--- config.mk ---
export PLATFORM = sky130hd
export DESIGN_NAME = control_fb_arbiter
export DESIGN_NICKNAME = d
export VERILOG_FILES = /design/src/rtl/control_fb_arbiter.sv
export SDC_FILE = /design/constraint.sdc
export NUM_CORES = 1
export LEC_CHECK = 0
export ABC_AREA = 1
export ABC_CLOCK_PERIOD_IN_PS = 1850
export CAP_MARGIN = 20
export CORE_MARGIN = 4
export CORE_UTILIZATION = 25
export DETAILED_ROUTE_END_ITERATION = 7
export PLACE_DENSITY = 0.64
export SLEW_MARGIN = 20
export SYNTH_ARGS = -nofsm -noshare
export SYNTH_HDL_FRONTEND = slang
export SYNTH_SLANG_ARGS = --single-unit
export TNS_END_PERCENT = 5
--- constraint.sdc ---
create_clock -name clk -period 1.85 [get_ports clk]
set_input_delay 0.555 -clock clk [delete_from_list [all_inputs] [get_ports clk]]
set_output_delay 0.555 -clock clk [all_outputs]
set_load 0.02 [all_outputs]
--- src/rtl/control_fb_arbiter.sv ---
// Framebuffer write-port arbiter for the command engines.
//
// Several engines share one framebuffer write port. A round-robin pick is made
// from IDLE, and the winner owns the port for the whole ACTIVE phase. While it
// owns the port, its address, data and strobes go straight through to the RAM
// side. The grant ends on the owner's done pulse or on a timeout abort. One
// RELEASE cycle follows before the block returns to IDLE.
//
// Parameters
//   NUM_REQ          number of engines sharing the port (2..8)
//   TIMEOUT_CYCLES   max ACTIVE cycles per grant, 0 disables the timeout
//
// Ports
//   clk               clock
//   reset             asynchronous reset, active low
//   req               per-engine level request
//   done_in           per-engine one-cycle completion pulse
//   req_addr          per-engine framebuffer address
//   req_data          per-engine write byte
//   req_we            per-engine write enable
//   req_access_start  per-engine access start strobe
//   grant             registered one-hot grant
//   abort             one-hot, one-cycle timeout pulse to the owner
//   addr              muxed framebuffer address (0 outside ACTIVE)
//   data_out          muxed write byte (0 outside ACTIVE)
//   ram_write_enable  muxed write enable (0 outside ACTIVE)
//   ram_access_start  muxed access start (0 outside ACTIVE)
//   busy              high in ACTIVE and RELEASE

package types;
    typedef logic [16:0] fb_addr_t;
endpackage

module control_fb_arbiter #(
    parameter int unsigned NUM_REQ        = 4,
    parameter int unsigned TIMEOUT_CYCLES = 65535
) (
    input  logic                          clk,
    input  logic                          reset,
    input  logic [NUM_REQ-1:0]            req,
    input  logic [NUM_REQ-1:0]            done_in,
    input  types::fb_addr_t [NUM_REQ-1:0] req_addr,
    input  logic [NUM_REQ-1:0][7:0]       req_data,
    input  logic [NUM_REQ-1:0]            req_we,
    input  logic [NUM_REQ-1:0]            req_access_start,
    output logic [NUM_REQ-1:0]            grant,
    output logic [NUM_REQ-1:0]            abort,
    output types::fb_addr_t               addr,
    output logic [7:0]                    data_out,
    output logic                          ram_write_enable,
    output logic                          ram_access_start,
    output logic                          busy
);

    localparam int unsigned IDX_W = $clog2(NUM_REQ);
    localparam int unsigned CNT_W = (TIMEOUT_CYCLES > 1) ? $clog2(TIMEOUT_CYCLES + 1) : 1;

    // cnt_q holds (ACTIVE cycle number - 1), so the timeout fires when it equals
    // TIMEOUT_CYCLES-1. It saturates at TIMEOUT_CYCLES, or at all-ones when the
    // timeout is disabled.
    localparam logic [CNT_W-1:0] CNT_LAST =
        (TIMEOUT_CYCLES == 0) ? '0 : CNT_W'(TIMEOUT_CYCLES - 1);
    localparam logic [CNT_W-1:0] CNT_MAX =
        (TIMEOUT_CYCLES == 0) ? {CNT_W{1'b1}} : CNT_W'(TIMEOUT_CYCLES);

    // Starting from the top index gives req[0] first priority after reset.
    localparam logic [IDX_W-1:0] LAST_IDX = IDX_W'(NUM_REQ - 1);

    localparam logic [1:0] S_IDLE    = 2'd0;
    localparam logic [1:0] S_ACTIVE  = 2'd1;
    localparam logic [1:0] S_RELEASE = 2'd2;

    logic [1:0]         state_q, state_d;
    logic [NUM_REQ-1:0] grant_q, grant_d;
    logic [IDX_W-1:0]   idx_q, idx_d;
    logic [IDX_W-1:0]   last_q, last_d;
    logic [CNT_W-1:0]   cnt_q, cnt_d;

    logic               rr_found;
    logic [IDX_W-1:0]   rr_idx;
    int unsigned        rr_cand;

    logic               done_hit;
    logic               tmo_hit;
    logic               abort_hit;

    // Round-robin pick: first set req bit scanning up from last winner + 1,
    // wrapping modulo NUM_REQ. The last winner itself is scanned last.
    always_comb begin
        rr_found = 1'b0;
        rr_idx   = '0;
        rr_cand  = 0;
        for (int unsigned i = 1; i <= NUM_REQ; i++) begin
            rr_cand = (32'(last_q) + i) % NUM_REQ;
            if (!rr_found && req[rr_cand[IDX_W-1:0]]) begin
                rr_found = 1'b1;
                rr_idx   = rr_cand[IDX_W-1:0];
            end
        end
    end

    // Masking with grant_q drops done pulses from engines that do not own the port.
    assign done_hit  = |(done_in & grant_q);
    assign tmo_hit   = (TIMEOUT_CYCLES != 0) && (cnt_q == CNT_LAST);
    // Done takes priority over a coincident timeout.
    assign abort_hit = (state_q == S_ACTIVE) && tmo_hit && !done_hit;

    always_comb begin
        state_d = state_q;
        grant_d = grant_q;
        idx_d   = idx_q;
        last_d  = last_q;
        cnt_d   = cnt_q;
        case (state_q)
            S_IDLE: begin
                cnt_d = '0;
                if (rr_found) begin
                    state_d = S_ACTIVE;
                    grant_d = NUM_REQ'(1) << rr_idx;
                    idx_d   = rr_idx;
                end
            end
            S_ACTIVE: begin
                // The owner's req level is ignored here; only done or timeout end the grant.
                if (done_hit || tmo_hit) begin
                    state_d = S_RELEASE;
                    grant_d = '0;
                    last_d  = idx_q;
                    cnt_d   = '0;
                end else if (cnt_q != CNT_MAX) begin
                    cnt_d = cnt_q + 1'b1;
                end
            end
            S_RELEASE: begin
                state_d = S_IDLE;
            end
            default: begin
                state_d = S_IDLE;
                grant_d = '0;
                cnt_d   = '0;
            end
        endcase
    end

    always_ff @(posedge clk or negedge reset) begin
        if (!reset) begin
            state_q <= S_IDLE;
            grant_q <= '0;
            idx_q   <= '0;
            last_q  <= LAST_IDX;
            cnt_q   <= '0;
        end else begin
            state_q <= state_d;
            grant_q <= grant_d;
            idx_q   <= idx_d;
            last_q  <= last_d;
            cnt_q   <= cnt_d;
        end
    end

    // The port mux is gated on ACTIVE. An async reset drops state_q to IDLE,
    // which forces every output to zero without waiting for a clock.
    always_comb begin
        addr             = '0;
        data_out         = '0;
        ram_write_enable = 1'b0;
        ram_access_start = 1'b0;
        if (state_q == S_ACTIVE) begin
            addr             = req_addr[idx_q];
            data_out         = req_data[idx_q];
            ram_write_enable = req_we[idx_q];
            ram_access_start = req_access_start[idx_q];
        end
    end

    assign grant = grant_q;
    assign abort = abort_hit ? grant_q : '0;
    assign busy  = (state_q == S_ACTIVE) || (state_q == S_RELEASE);

    a_grant_onehot0 : assert property (@(posedge clk) disable iff (!reset) $onehot0(grant));
    a_abort_onehot0 : assert property (@(posedge clk) disable iff (!reset) $onehot0(abort));
    a_abort_owner   : assert property (@(posedge clk) disable iff (!reset)
                                       (abort & ~grant) == '0);
    a_active_grant  : assert property (@(posedge clk) disable iff (!reset)
                                       (state_q == S_ACTIVE) |-> $onehot(grant_q));

endmodule

==> results.md <==
- The flow ran to the end, but the final reports show violations.
- The final reports fail on setup timing.
- The sequential cell area fraction in the yosys report is a little under a quarter.
- Counting along the longest clock path gives a buffer depth of 2.
- The number of pins exceeding their max-slew limit in the final report is 0.
- For this design, the sink count on the clock tree is 26.
- The initial utilization of the core area, before any placement, comes to 25.79%.
- The achievable frequency is roughly 0.48 GHz.
- Setup repair after global routing could not meet its margin everywhere.
- The average instance area after synthesis is 5.574 um2.
- In the finished design, the share of the clock period the worst path needs comes to 112.7%.
- The main flop type after synthesis is dfrtp_1.
- The synthesized netlist contains 32 unique library cells.
- The number of nets at the end of the flow is ~830.
- Using the TritonRoute via totals, the vias-per-cell ratio works out to approximately 4.7.
- The detailed router finished its first iteration with around 240 violations.
- The cell area after synthesis is about 2800 um2.
- The worst reg2reg path depth is 12.
- From left edge to right edge, the die measures 114.2 um.
- The number of flops mapped to enable cells by yosys is 0.
- The total clock buffers created by CTS is 3.
- The final hold violation count is 0.
- Between clock sinks in the finished design, the worst skew comes to slightly above 4 ps.
- Counting both buffers and inverters, the worst setup path holds a total of 2.
- The number of antenna violations at the first check in global routing is 0.
- The most frequent cell on the critical path is nor2_1.
- The layout-stage area growth over the synthesis result is 85.54%.
- The via count is 4,013.
- The transition time at the pin with the least slew margin is 390.4 ps.
- The data arrival at the endpoint of the critical path is 1530 ps.
- The floorplan has 38 rows.
- Across all hold checks on the routed design, the worst slack comes to just under 600 ps.
- The critical path start-end classification is in2out.
- For this design the static power due to leakage is roughly 2.4 nW.
- Summed over its instances, the top area cell type makes up around a fifth of the synthesized netlist area.
- The insertion delay of the later-clocked pin in the worst-skew pair is ~260 ps.
- STA classifies the critical path startpoint as an input pin.
- After detailed routing, the average wire length per cell comes to ~14 um.
- The number of nets produced by synthesis is 630.
- Global routing finished with a remaining overflow of 0.
- For the worst setup path, the data required time is 1290 ps.
- The max-capacitance violation count is 0.
- Once layout is complete, the utilization of the core stands at between 40% and 50%.
- The cell count along the critical path is 6.
- The number of H-tree levels is 1.
- In the post-synthesis netlist, the biggest area contributors are dfrtp_1 (21%), nor2_1 (18%), nand2_1 (14%), o21ai_0 (12%), inv_1 (5.3%).
- The Yosys step of the flow raised 0 warnings.
- The number of filler instances in the final layout is about 1,100.
- In the post-route analysis, the smallest setup slack over all paths is -234.5 ps.
- The final setup violation count is 32.
- The total area inside the core boundary comes to roughly 11,000 um2.
- Counting flops and latches in the post-synthesis netlist gives 26.
- Across every metal layer, demand over resource in global routing totals ~17%.
- The number of nets with antenna violations after routing is 0.
- The dominant cell type by area after synthesis is dfrtp_1.
- Counting instances, the worst hold path has a depth of 3.
- The count of unresolved DRC violations after routing is 0.
- For this run, the slowest stage of the critical path takes 460 ps.
- The clock input transition at the sequential cells of the worst setup and hold paths is around 70 ps.
- The TritonCTS clock tree is yes.
- The die area is about 13,000 um2.
- The critical path goes through clkdlybuf4s50_1 -> nor2_1 -> nor2_1 -> o21ai_0 -> a21oi_1 -> buf_4.
- The port buffer count is between 150 and 200.
- The height of the chip is around 110 um.
- The maximum number of pins on one net before global-route repair is 30.
- The number of antenna diodes in the final layout is 0.
- The share of post-route cells with drive strength above 1 is between 20% and 30%.
- The critical path capture point type is an output pin.
- The minimum clock period is ~2100 ps.
- The worst-case IR drop observed on VDD is approximately 0.00060 V.
- In this run, post-CTS hold repair placed 0 buffers.
- The post-synthesis instance total is between 500 and 600.
- In this design, the largest share of critical-path delay is due to buffers and inverters.
- Of all nets on the critical path, the largest fanout is 1.
- Before antenna repair, the detailed router went through 4 iterations.
- The first global-routing pass estimated around 19,000 um of wire.
- nor2_1 is the most common cell in the netlist.
- The min-delay analysis places its worst path in the category reg2reg.
- The number of I/O pins is 154.
- The slowest stage of the critical path belongs to the cell clkdlybuf4s50_1.
- The last weighted congestion value of the routability-driven placer is ~0.87.
- The proportion of register bits with asynchronous set or reset after synthesis is 100.0%.
- Sorting the synthesized cells by how often they occur yields nor2_1 (136), nand2_1 (107), o21ai_0 (68).
- The area of the multi-input gates is 2059 um2.
- Headroom to the max-slew limit came out at roughly 74%.
- The clock root buffer is clkbuf_16.
- Detailed placement finished with a half-perimeter wire length of around 9300 um.
- The number of global-route vias before repair is just under 4,000.
- Power spread over the standard cell area amounts to roughly 1200 nW/um2.
- The storage element area is ~650 um2.
- The routed wire length is approximately 12,000 um.
==> sequential cells by signal, summed over array words and instances, names as in the netlist <==
| register | cells |
|---|---|
| idx_q | 2 |
| cnt_q | 16 |
| state_q | 2 |
| grant | 4 |
| last_q | 2 |
==> routing by layer <==
layer / track usage (%) / share of wire, % / vias up
met3: 2.326 / 6.5 / 8
met5: 0 / 0 / -
met1: 20.71 / 42 / 1853
met2: 32.28 / 50 / 125
li1: - / - / 2027
met4: 3.405 / 1.1 / 0
==> cell usage in the layout, fill, tap and decap left out, types with 5 or more instances in the layout <==
master,count
nor3_1,7
nand4_1,13
nor2_1,131
inv_1,35
nand3_1,19
buf_12,5
buf_6,16
buf_2,5
dfrtp_1,23
inv_2,5
o21ai_1,44
nor2_2,6
nand2_2,10
nand2_1,98
a21oi_1,8
dlygate4sd2_1,17
o21ai_2,9
clkdlybuf4s50_1,98
o21ai_0,21
a21oi_2,21
buf_4,79
==> metrics by stage <==
stage / std cells / area [um2] / total power (W) / TNS, ps / worst slack [ps]
CTS: 846 / 5121 / 0.006242 / -6550 / -235.3
detailed placement: 839 / 5024 / 0.005521 / -29270 / -988.2
global route: 848 / 5233 / 0.006912 / -9616 / -326.1
global placement: 839 / 5024 / 0.005435 / -28570 / -959.4
finish: 848 / 5233 / 0.006331 / -6222 / -234.5
floorplan: 506 / 2898 / 0.003474 / -6372 / -232.1
==> repair_timing <==
action                                  4_1_cts  5_1_grt
pin swaps                                    27       18
gates resized for setup                     257       37
buffers inserted                              3        2
endpoints found under the setup margin       42       54
==> area by class of cell <==
type / count / share of cell area (%)
multi-input combinational: 410 / 39.36
timing repair buffer: 222 / 39.24
sequential: 26 / 12.51
inverter: 46 / 3.850
tap: 140 / 3.348
clock buffer: 4 / 1.698
==> worst paths after layout <==
kind                               from    endpoint  slack, ps
setup / recovery           req_addr[16]    addr[16]       -230
hold / removal                cnt_q[14]   cnt_q[14]        600
setup reg to reg              last_q[0]  state_q[0]         50
hold reg to reg               cnt_q[14]   cnt_q[14]        600
max in group asynchronous         reset   last_q[1]        870
min in group asynchronous         reset    cnt_q[9]        670
==> kinds of logic (layout without fill, tap and decap cells) <==
family,Yosys count,after routing,share of synthesized area (%)
buffers and inverters,70,272,10.07
AOI/OAI and AO/OA,106,106,19.43
adders and majority gates,6,6,2.662
DFF,26,26,23.16
and+or+nand+nor,294,294,43.43
xor gates and xnor gates,4,4,1.242
==> worst register-to-register path, stage by stage, from the launching register on <==
cell,delay [ps]
dfstp_2,670
inv_4,100
nand2_1,90
nand2_2,80
nand2_2,90
nand2_1,80
nor2_2,150
nand3_1,90
nand2_1,90
buf_4,130
inv_1,40
nand2_1,40
nand2_1,50
==> report_power, final <==
group | leakage (nW) | switching, W | internal [W]
Combinational | 1.99 | 0.00288 | 0.00211
Sequential | 0.346 | 0.000130 | 0.000685
Clock | 0.0442 | 0.000196 | 0.000331
(Power assumes the default switching activity.)
